--- src/rtl/palette_pkg.sv ---
// Shared types, fade FSM states and the reset-time palette contents for sprite_palette_bank.
package palette_pkg;

    localparam int unsigned PKG_BANKS   = 4;
    localparam int unsigned PKG_ENTRIES = 16;

    typedef struct packed {
        logic [3:0] r;
        logic [3:0] g;
        logic [3:0] b;
    } rgb_t;

    typedef enum logic {FadeIdle, FadeRun} fade_state_e;

    localparam rgb_t DEFAULT_PAL [PKG_BANKS][PKG_ENTRIES] = '{
        '{12'h000, 12'h00F, 12'h0F0, 12'h0FF, 12'hF00, 12'hF0F, 12'hFF0, 12'hFFF,
          12'h888, 12'h008, 12'h080, 12'h088, 12'h800, 12'h808, 12'h880, 12'hCCC},
        '{12'h000, 12'h111, 12'h222, 12'h333, 12'h444, 12'h555, 12'h666, 12'h777,
          12'h888, 12'h999, 12'hAAA, 12'hBBB, 12'hCCC, 12'hDDD, 12'hEEE, 12'hFFF},
        '{12'h000, 12'hF00, 12'hE10, 12'hD20, 12'hC30, 12'hB40, 12'hA50, 12'h960,
          12'h870, 12'h780, 12'h690, 12'h5A0, 12'h4B0, 12'h3C0, 12'h2D0, 12'h1E0},
        '{12'h000, 12'h00F, 12'h01E, 12'h02D, 12'h03C, 12'h04B, 12'h05A, 12'h069,
          12'h078, 12'h087, 12'h096, 12'h0A5, 12'h0B4, 12'h0C3, 12'h0D2, 12'h0E1}
    };

    // Larger configurations wrap around the stored table.
    function automatic rgb_t default_rgb(input int unsigned bank, input int unsigned idx);
        return DEFAULT_PAL[2'(bank % PKG_BANKS)][4'(idx % PKG_ENTRIES)];
    endfunction

endpackage

--- src/rtl/palette_fade_ctrl.sv ---
// Fade level sequencer: steps fade_level toward black or full color once per FADE_DIV clocks.
module palette_fade_ctrl
    import palette_pkg::*;
#(
    parameter int unsigned COLOR_W  = 4,
    parameter int unsigned FADE_DIV = 4,
    localparam int unsigned DIV_W   = (FADE_DIV > 1) ? $clog2(FADE_DIV) : 1
) (
    input  logic               clk_i,
    input  logic               reset_i,
    input  logic               fade_start_i,
    input  logic               fade_dir_i,
    output logic [COLOR_W-1:0] fade_level_o,
    output logic               fade_busy_o
);

    localparam logic [DIV_W-1:0] DIV_LAST = DIV_W'(FADE_DIV - 1);

    fade_state_e        state_q;
    logic               dir_q;
    logic               busy_q;
    logic [DIV_W-1:0]   div_q;
    logic [COLOR_W-1:0] level_q;
    logic [COLOR_W-1:0] target;
    logic [COLOR_W-1:0] level_d;

    assign target  = dir_q ? '1 : '0;
    assign level_d = dir_q ? level_q + COLOR_W'(1) : level_q - COLOR_W'(1);

    always_ff @(posedge clk_i) begin
        if (reset_i) begin
            state_q <= FadeIdle;
            dir_q   <= 1'b0;
            busy_q  <= 1'b0;
            div_q   <= '0;
            level_q <= '0;
        end else if (fade_start_i) begin
            // Restart also applies mid-fade: keep the level, relatch direction.
            state_q <= FadeRun;
            busy_q  <= 1'b1;
            dir_q   <= fade_dir_i;
            div_q   <= '0;
        end else if (state_q == FadeRun) begin
            if (div_q == DIV_LAST) begin
                div_q <= '0;
                if (level_q == target) begin
                    state_q <= FadeIdle;
                    busy_q  <= 1'b0;
                end else begin
                    level_q <= level_d;
                    if (level_d == target) begin
                        state_q <= FadeIdle;
                        busy_q  <= 1'b0;
                    end
                end
            end else begin
                div_q <= div_q + DIV_W'(1);
            end
        end
    end

    assign fade_level_o = level_q;
    assign fade_busy_o  = busy_q;

endmodule

--- src/rtl/sprite_palette_bank.sv ---
// Banked sprite palette with a two-stage lookup pipeline and optional global fade.
// Define PALETTE_FADE_EN to build the fade controller and fade arithmetic.
module sprite_palette_bank
    import palette_pkg::*;
#(
    parameter int unsigned IDX_W           = 4,
    parameter int unsigned COLOR_W         = 4,
    parameter int unsigned NUM_BANKS       = 4,
    parameter int unsigned TRANSPARENT_IDX = 0,
    parameter int unsigned FADE_DIV        = 4,
    localparam int unsigned BANK_W         = (NUM_BANKS > 1) ? $clog2(NUM_BANKS) : 1
) (
    input  logic                 Clk,
    input  logic                 Reset,
    input  logic                 pix_valid,
    input  logic [BANK_W-1:0]    bank_sel,
    input  logic [IDX_W-1:0]     index,
    input  logic                 wr_en,
    input  logic [BANK_W-1:0]    wr_bank,
    input  logic [IDX_W-1:0]     wr_index,
    input  logic [3*COLOR_W-1:0] wr_rgb,
    input  logic                 fade_start,
    input  logic                 fade_dir,
    output logic [COLOR_W-1:0]   red,
    output logic [COLOR_W-1:0]   green,
    output logic [COLOR_W-1:0]   blue,
    output logic                 opaque,
    output logic                 out_valid,
    output logic [COLOR_W-1:0]   fade_level,
    output logic                 fade_busy
);

    localparam int unsigned RGB_W   = 3 * COLOR_W;
    localparam int unsigned ENTRIES = 2 ** IDX_W;
    localparam int unsigned PROD_W  = 2 * COLOR_W + 1;

    function automatic logic [RGB_W-1:0] reset_entry(input int unsigned b, input int unsigned i);
        rgb_t d;
        d = default_rgb(b, i);
        return {COLOR_W'(d.r), COLOR_W'(d.g), COLOR_W'(d.b)};
    endfunction

    logic [RGB_W-1:0] table_q [NUM_BANKS][ENTRIES];
    logic             rd_in_range;
    logic             wr_in_range;
    logic [RGB_W-1:0] rd_rgb;
    logic             s1_valid_q;
    logic             s1_opaque_q;
    logic [RGB_W-1:0] s1_rgb_q;
    logic [RGB_W-1:0] s2_rgb;
    logic             out_valid_q;
    logic             opaque_q;
    logic [RGB_W-1:0] out_rgb_q;

    assign rd_in_range = 32'(bank_sel) < NUM_BANKS;
    assign wr_in_range = 32'(wr_bank) < NUM_BANKS;
    assign rd_rgb      = rd_in_range ? table_q[bank_sel][index] : '0;

    always_ff @(posedge Clk) begin
        if (Reset) begin
            for (int b = 0; b < NUM_BANKS; b++) begin
                for (int i = 0; i < ENTRIES; i++) begin
                    table_q[b][i] <= reset_entry(b, i);
                end
            end
        end else if (wr_en && wr_in_range) begin
            table_q[wr_bank][wr_index] <= wr_rgb;
        end
    end

`ifdef PALETTE_FADE_EN
    function automatic logic [COLOR_W-1:0] fade_chan(input logic [COLOR_W-1:0] c,
                                                     input logic [COLOR_W-1:0] l);
        logic [PROD_W-1:0] prod;
        prod = PROD_W'(c) * PROD_W'(l) + PROD_W'({COLOR_W{1'b1}});
        return c - COLOR_W'(prod >> COLOR_W);
    endfunction

    palette_fade_ctrl #(
        .COLOR_W  (COLOR_W),
        .FADE_DIV (FADE_DIV)
    ) u_fade_ctrl (
        .clk_i        (Clk),
        .reset_i      (Reset),
        .fade_start_i (fade_start),
        .fade_dir_i   (fade_dir),
        .fade_level_o (fade_level),
        .fade_busy_o  (fade_busy)
    );

    always_comb begin
        s2_rgb = '0;
        s2_rgb[3*COLOR_W-1:2*COLOR_W] = fade_chan(s1_rgb_q[3*COLOR_W-1:2*COLOR_W], fade_level);
        s2_rgb[2*COLOR_W-1:COLOR_W]   = fade_chan(s1_rgb_q[2*COLOR_W-1:COLOR_W], fade_level);
        s2_rgb[COLOR_W-1:0]           = fade_chan(s1_rgb_q[COLOR_W-1:0], fade_level);
    end
`else
    logic unused_fade;
    assign unused_fade = ^{fade_start, fade_dir};
    assign fade_level  = '0;
    assign fade_busy   = 1'b0;
    assign s2_rgb      = s1_rgb_q;
`endif

    always_ff @(posedge Clk) begin
        if (Reset) begin
            s1_valid_q  <= 1'b0;
            s1_opaque_q <= 1'b0;
            s1_rgb_q    <= '0;
            out_valid_q <= 1'b0;
            opaque_q    <= 1'b0;
            out_rgb_q   <= '0;
        end else begin
            s1_valid_q  <= pix_valid;
            s1_opaque_q <= index != IDX_W'(TRANSPARENT_IDX);
            s1_rgb_q    <= rd_rgb;
            out_valid_q <= s1_valid_q;
            opaque_q    <= s1_opaque_q;
            out_rgb_q   <= s2_rgb;
        end
    end

    assign out_valid = out_valid_q;
    assign opaque    = opaque_q;
    assign red       = out_rgb_q[3*COLOR_W-1:2*COLOR_W];
    assign green     = out_rgb_q[2*COLOR_W-1:COLOR_W];
    assign blue      = out_rgb_q[COLOR_W-1:0];

endmodule

--- config.mk ---
export PLATFORM = sky130hd
export DESIGN_NAME = sprite_palette_bank
export DESIGN_NICKNAME = d
export VERILOG_FILES = /design/src/rtl/palette_pkg.sv /design/src/rtl/palette_fade_ctrl.sv /design/src/rtl/sprite_palette_bank.sv
export SDC_FILE = /design/constraint.sdc
export NUM_CORES = 1
export LEC_CHECK = 0
export ABC_CLOCK_PERIOD_IN_PS = 4010
export CAP_MARGIN = 20
export CORE_MARGIN = 2
export CORE_UTILIZATION = 35
export DETAILED_ROUTE_END_ITERATION = 8
export PLACE_DENSITY_LB_ADDON = 0.25
export SLEW_MARGIN = 10
export SYNTH_ARGS = -nofsm -noshare
export SYNTH_HDL_FRONTEND = slang
export SYNTH_SLANG_ARGS = --single-unit
--- constraint.sdc ---
create_clock -name Clk -period 4.01 [get_ports Clk]
set_input_delay 0.802 -clock Clk [delete_from_list [all_inputs] [get_ports Clk]]
set_output_delay 0.802 -clock Clk [all_outputs]
set_load 0.05 [all_outputs]
### Word level (Yosys, flattened, before mapping)

Memories as Yosys holds them, arrays and structs flattened.
Cells that the tools add are included.

* register bits after elaboration: 28
* RAM bits: 768
* output and inout port bits: 19
* logic and storage cells: 28
* memories: 1

* $lt $le $gt $ge: 3
* mux-type cells: 13
* bitwise gates (word level): 2
* reduce and logical (&&, ||, !) cells: 3

Memories
* table_q: depth 4, width 192, rd ports 1, clocked after memory_dff 0, wr ports 4, line sprite_palette_bank.sv:43 `logic [RGB_W-1:0] table_q [NUM_BANKS][ENTRIES];`

Operator list (number)
* $mux 192: 3
* $reduce_or 192->1: 1
* $bmux 12 s4: 1
* $demux 12 s4: 1
* $mux 12: 3
* $ge 5x5->1 const B: 2
* $not 4->5: 2
* $lt 5x1->1 const B: 1
* $mux 1: 4
* $reduce_bool 4->1: 1
* $mux 2: 1
* $logic_and 1x1->1: 1

### Depth between registers and ports, before layout

Gate-level depths: netlist (run 1).

* word-level depth: 8
* depth in mapped cells: 9
* depth with buffers taken out: 5

### Worst setup path after synthesis (run 1)

No wires, ideal clock.

* path type: input to register
* start: input port wr_bank[1]
* end: memory table_q[0][100] (netlist bit) (enable)
* setup time: 383 ps
* data arrival time: 2075 ps
* required time: 3627 ps
* slack: 1552 ps
* cell stages on the path: 4
* path through: or2_2 > clkbuf_1 > clkbuf_1 > o21bai_1

RTL lines
* start: declaration: line sprite_palette_bank.sv:19 `input logic [BANK_W-1:0] wr_bank,`
* end: declaration: line sprite_palette_bank.sv:43

### Final worst setup path (run 1)

* start: input port index[0]
* end: register s1_rgb_q[7]

* cells in the longest elaborated chain, start to end: 4

RTL lines
* start: declaration: line sprite_palette_bank.sv:17 `input logic [IDX_W-1:0] index,`
* $not 4->5 (implied by the code): line sprite_palette_bank.sv:57 `assign rd_rgb = rd_in_range ? table_q[bank_sel][index] : '0;`
* $bmux 12 s4: line sprite_palette_bank.sv:57
* $mux 12 (implied by the code) (2 in series): line sprite_palette_bank.sv:57
* end signal: assignment: line sprite_palette_bank.sv:116 `s1_rgb_q <= rd_rgb;`
* end: declaration: line sprite_palette_bank.sv:49 `logic [RGB_W-1:0] s1_rgb_q;`

No other way between the ends. The select of a mux whose other input is x is not followed.
A chain may end at the register's enable or synchronous reset.

==> qor.yml, run 1 <==
cts:
  cts_tree: "yes"
  ctsResizeCount: 0
  cts_buffer_depth: 3
  htree_levels: 3
  clock_latency_ns: 0.66
  cts_buffers: 89
  cts_root_buf: "clkbuf_16"
  clk_pin_slew_ns: 0.06
  cts_hold_buffers: 0
  post_cts.repair.setup_buffers: 0
  cts_sinks: 796
logic_synthesis:
  synth_xor_area_share_pct: 0
  seq_area_frac_synth_pct: 65.2
  synthFlopType: "edfxtp_1"
  synthSimpleGateAreaFrac_pct: 16.9
  muxShareOfSynthArea_pct: 12.3
  yosysWarnings: 0
  synth_area_um2: 36200
  ys_ff_latch: 796
  syn_inst: 2402
  yosys.area.top_type: "edfxtp_1"
  synth-compound-area-share_pct: 2.47
  synthTopCellsByArea: "edfxtp_1, mux4_2, and2_1, or3_1, clkbuf_1"
  async_flop_share_pct: 0
  synthAdderAreaFrac_pct: 0
  synth_top_area_share_pct: 63.6
  synth_top_family_by_area: "simple AND/OR/NAND/NOR gates"
  ys_types: 56
  synth_edf_count: 768
  synth.avg_cell_area_um2: 15.1
worst_hold_path:
  hp-class: "input pin to register"
global_routing:
  grt_pass1_vias: 21700
  grt_first_pass_wirelength_mm: 155
  grt_max_degree: 83
  grt.total_usage_pct: 19.9
  gr-total-overflow: 0
  antenna_found_initial: 6
sta:
  hold_viol_final: 0
  max_freq_ghz: 0.343
  setup_viol: 0
  tns_ns: 0
  slew_headroom_pct: 25.4
  fin_crit_ns: 2.91
  whs_ns: 0.445
  fin_crit_sh_pct: 72.7
  fin_worst_skew_ns: 0.0372
  drv_slew: 0
  rsz0062_at_grt: "no"
  tightestPinTransition_ns: 1.12
placement:
  gp_congestion: 0.831
  portBuffers: 41
  dp_hpwl_mm: 67.8
routing:
  vias_per_cell: 5.47
  routedWlPerCell_um: 27.3
  via_count: 21400
  post-route-drc-count: 0
  drt_iter0_drc: 2155
  antenna_left: 0
  first_pass_iters: 5
  drt_wl_total_mm: 106
setup_path:
  critPathArrivalTime_ns: 3.51
  crit_top_cell: "buf_4"
  crit_chain: "buf_2 > buf_12 > nand2b_1 > buf_4 > o22ai_1 > o22a_1 > nor4_1 > buf_4 > a31o_2"
  critPathKind: "input pin to register"
  start_kind: "input pin"
  cp_slowest_cell: "buf_2"
  cp-end-kind: "register"
  critical-path-top-delay-family: "buffers and inverters"
  path_buf_inv: 4
  critPathMaxStageDelay_ns: 0.50
  critPathMaxFanout: 27
  cp.required_ns: 4.60
die:
  die_x_um: 326
  die_h_um: 326
  core_area_um2: 103000
  dieArea_um2: 106000
  pin_count: 49
  floorplan.initialDensity_pct: 35.2
  rows: 118
power_and_ir_drop:
  power.leakage_nw: 13.8
  ir_worst_vdd_uv: 337
  power_w: 0.0193
  powerDensity_nw_per_um2: 465
final_layout:
  layout_commonest_cell: "edfxtp_1"
  mostFrequentLayoutCells: "edfxtp_1, and2_1, or3_1"
  drive_gt1_share_pct: 21.7
  fin_nets: 2476
  area_delta_synth_final_pct: 14.2
  final_util_pct: 40.2
job:
  cap_violations: 0
run_status:
  status: "completed"
-- area by class of cell --
| type | count | area [µm²] |
|---|---|---|
| flip-flops and latches | 796 | 23600 |
| well taps | 1380 | 1730 |
| diodes | 5 | 12.5 |
| clock buffers | 117 | 2450 |
| multi-input cells | 1367 | 11500 |
| clock inverters | 45 | 419 |
| fillers | 9510 | 61700 |
| inverters | 2 | 7.51 |
| repair buffers | 190 | 1640 |
-- cell usage after synthesis (5+ instances only) --
| cell | instances |
|---|---|
| nand2b_1 | 11 |
| o21ai_0 | 9 |
| mux2_2 | 6 |
| nand3_1 | 12 |
| clkbuf_1 | 172 |
| a21oi_1 | 10 |
| nor2_1 | 77 |
| a31oi_1 | 6 |
| o221ai_1 | 17 |
| mux4_1 | 8 |
| nor2b_1 | 22 |
| nor3_1 | 13 |
| buf_6 | 8 |
| o22ai_1 | 16 |
| and2_1 | 487 |
| or2_2 | 66 |
| mux4_2 | 169 |
| buf_4 | 22 |
| mux2i_1 | 37 |
| edfxtp_1 | 768 |
| buf_1 | 13 |
| a221oi_1 | 5 |
| a22o_1 | 12 |
| or3_1 | 285 |
| a32o_1 | 5 |
| a22oi_1 | 15 |
| nand2_1 | 35 |
| dfxtp_1 | 28 |
| nor4_1 | 6 |
| buf_2 | 21 |
-- kinds of logic (layout without fill, tap and decap cells) --
logic type	after synthesis	count (layout)
compound gates	119	119
buf+inv	243	354
flops	796	796
mux	220	220
other cells	1	10
simple gates	1023	1023
-- power by group --
| group | internal (W) | switching [W] | total, W |
|---|---|---|---|
| registers | 0.00954 | 0.000125 | 0.00966 |
| clock network | 0.00464 | 0.00340 | 0.00804 |
| logic | 0.000535 | 0.00102 | 0.00156 |
| total | 0.0147 | 0.00455 | 0.0193 |
-- routing by layer --
| metal | up-vias | global-route usage, % | wire [µm] |
|---|---|---|---|
| met5 | - | 0 | 7 |
| met4 | 2 | 5.21 | 2120 |
| met3 | 124 | 3.36 | 7940 |
| met2 | 845 | 32.7 | 51900 |
| met1 | 11200 | 27.5 | 44400 |
| li1 | 9141 | - | - |
-- through the flow --
| stage | cell area [µm²] | setup slack, ns | instances |
|---|---|---|---|
| after floorplan | 36300 | 1.55 | 2406 |
| after detailed placement | 38500 | 0.451 | 3735 |
| after global routing | 41400 | 1.01 | 3897 |
| final | 41400 | 1.10 | 3902 |
| after global placement | 38500 | 0.467 | 3735 |
| after CTS | 41400 | 1.14 | 3897 |
-- flip-flops by register name (all words and copies together), names as in the netlist --
register,count
s1_valid_q,1
s1_rgb_q,12
out_rgb_q,12
table_q,768
s1_opaque_q,1
opaque,1
out_valid,1
-- worst paths after layout --
path                             endpoint  slack, ns                    startpoint  cells after the start
setup / recovery   s1_rgb_q[7]$_SDFF_PP0_       1.10                      index[0]                      9
hold / removal      s1_valid_q$_SDFF_PP0_       0.44                         Reset                      2
setup reg to reg   s1_rgb_q[2]$_SDFF_PP0_       1.52  table_q[2][14]$_SDFFCE_PN0P_                      5
hold reg to reg   out_rgb_q[9]$_SDFF_PP0_       0.45        s1_rgb_q[9]$_SDFF_PP0_                      1
Note: power is estimated with default switching activity, not from simulation.
==> inputs of run 2 (changes only) <==
Settings changed: ABC_CLOCK_PERIOD_IN_PS 4010 to 3000.
Clock period 4.01 ns to 3 ns, I/O delays scaled along.
==> qor.yml, run 2 (synthesized netlist as in run 1, its figures left out) <==
placement:
  portBuffers: 41  # unchanged
  gp_congestion: 0.869  # +4.5%
  dp.cells: 3815  # +2.1%
  dpl-instance-area_um2: 39400  # +2.3%
  dp_hpwl_mm: 69.6  # +2.7%
setup_path:
  cp-end-kind: "primary output"
  cp.required_ns: 2.40  # -2.20 ns
  path_buf_inv: 1  # -3
  critical-path-top-delay-family: "buffers and inverters"
  crit_chain: "clkdlybuf4s50_1"
  start_kind: "register"
  critPathMaxFanout: 1  # -96%
  critPathMaxStageDelay_ns: 0.84  # +0.34 ns
  critPathKind: "register to primary output"
  cp_slowest_cell: "clkdlybuf4s50_1"
  critPathArrivalTime_ns: 1.91  # -1.60 ns
die:
  floorplan.initialDensity_pct: 35.2  # unchanged
  rows: 118  # unchanged
  die_h_um: 326  # unchanged
  pin_count: 49  # unchanged
  die_x_um: 326  # unchanged
  dieArea_um2: 106000  # unchanged
  core_area_um2: 103000  # unchanged
final_layout:
  final_util_pct: 41.0  # +0.82 points
  mostFrequentLayoutCells: "edfxtp_1, and2_1, or3_1"
  multi_input_comb_area_um2: 11500  # unchanged
  reg_top3: "table_q x768, out_rgb_q x12, s1_rgb_q x12"
  layout_commonest_cell: "edfxtp_1"
  fin_nets: 2554  # +3.2%
  nFillCells: 9409  # -1.1%
  regMostFlops: "table_q"
  stdcell_count: 3979  # +2.0%
  largest_reg_flops: 768  # unchanged
  fin_area_um2: 42200  # +2.0%
  ff_latch_area_um2: 23600  # unchanged
  area_delta_synth_final_pct: 16.5
  drive_gt1_share_pct: 23.8  # +2.1 points
routing:
  first_pass_iters: 5  # unchanged
  vias_per_cell: 5.46  # -0.26%
  routedWlPerCell_um: 27.0  # -1.1%
  via_count: 21700  # +1.7%
  drt_iter0_drc: 2621  # +22%
  post-route-drc-count: 0  # unchanged
  drt_wl_total_mm: 107  # +0.90%
  antenna_left: 0  # unchanged
global_routing:
  grt_pass1_vias: 21800  # +0.27%
  grt.total_usage_pct: 20.0  # +0.080 points
  grt_max_degree: 65  # -22%
  antenna_found_initial: 5  # -1
  grt_first_pass_wirelength_mm: 155  # +0.15%
  gr-total-overflow: 0  # unchanged
cts:
  cts_sinks: 796  # unchanged
  cts_buffer_depth: 3  # unchanged
  cts_buffers: 87  # -2.2%
  cts_hold_buffers: 0  # unchanged
  post_cts.repair.setup_buffers: 0  # unchanged
  clk_pin_slew_ns: 0.06  # about the same
  cts_root_buf: "clkbuf_16"
  clock_latency_ns: 0.66  # about the same
  ctsResizeCount: 0  # unchanged
  htree_levels: 3  # unchanged
  cts_tree: "yes"
sta:
  fin_crit_ns: 2.51
  setup_viol: 0  # unchanged
  fin_worst_skew_ns: 0.0202  # -0.0170 ns
  rsz0062_at_grt: "no"
  tightestPinTransition_ns: 1.10  # -0.0219 ns
  max_freq_ghz: 0.398
  hold_viol_final: 0  # unchanged
  drv_slew: 0  # unchanged
  fin_crit_sh_pct: 83.8
  whs_ns: 0.379  # -0.0656 ns
  slew_headroom_pct: 26.9  # +1.5 points
job:
  cap_violations: 0  # unchanged
power_and_ir_drop:
  power.leakage_nw: 14.3  # +3.3%
  power_w: 0.0257  # +34%
  powerDensity_nw_per_um2: 610  # +31%
  ir_worst_vdd_uv: 442  # +31%
run_status:
  status: "completed"
worst_hold_path:
  hp-class: "input pin to register"
==> run 2: area by class of cell <==
cell class / count / share of cell area, %
antenna: 2 / 0.0119
clock buffer: 117 / 5.52
clock inverter: 45 / 1.16
inverter: 2 / 0.0178
multi-input combinational: 1367 / 27.3
sequential: 796 / 55.9
tap: 1380 / 4.09
timing repair buffer: 270 / 6.01
==> run 2: final timing paths <==
check / start / end / slack, ns / cells after the start
worst min register to register: s1_rgb_q[1]$_SDFF_PP0_ / out_rgb_q[1]$_SDFF_PP0_ / 0.44 / 1
worst max register to register: table_q[2][18]$_SDFFCE_PN1P_ / s1_rgb_q[6]$_SDFF_PP0_ / 0.84 / 6
worst min-delay path: Reset / out_rgb_q[10]$_SDFF_PP0_ / 0.38 / 2
worst max-delay path: out_rgb_q[1]$_SDFF_PP0_ / blue[1] / 0.49 / 1
==> run 2: stage by stage <==
stage	TNS, ns	worst slack [ns]
2_1_floorplan	0	0.744
3_3_place_gp	0	0.0351
3_5_place_dp	-0.0367	-0.00390
4_1_cts	0	0.465
5_1_grt	0	0.458
6_report	0	0.486
==> run 2: worst reg2reg max path: stages (launching register included) <==
cell and delay (ns):
edfxtp_1 0.37, mux4_2 0.47, a22o_1 0.24, a211oi_1 0.40
buf_4 0.23, a31oi_1 0.09, a32o_1 0.24
==> run 2: per-layer routing <==
| layer | track usage [%] | share of wire [%] | up-vias |
|---|---|---|---|
| met3 | 2.84 | 5.8 | 162 |
| met2 | 32.6 | 48 | 757 |
| met5 | 0 | 0 | - |
| met4 | 5.36 | 2.5 | 0 |
| met1 | 28.1 | 43 | 11500 |
| li1 | - | - | 9327 |
==> run 2: where the power goes <==
group	internal (W)	total [W]	switching, W
logic	0.000822	0.00221	0.00139
registers	0.0127	0.0129	0.000167
clock network	0.00611	0.0106	0.00451
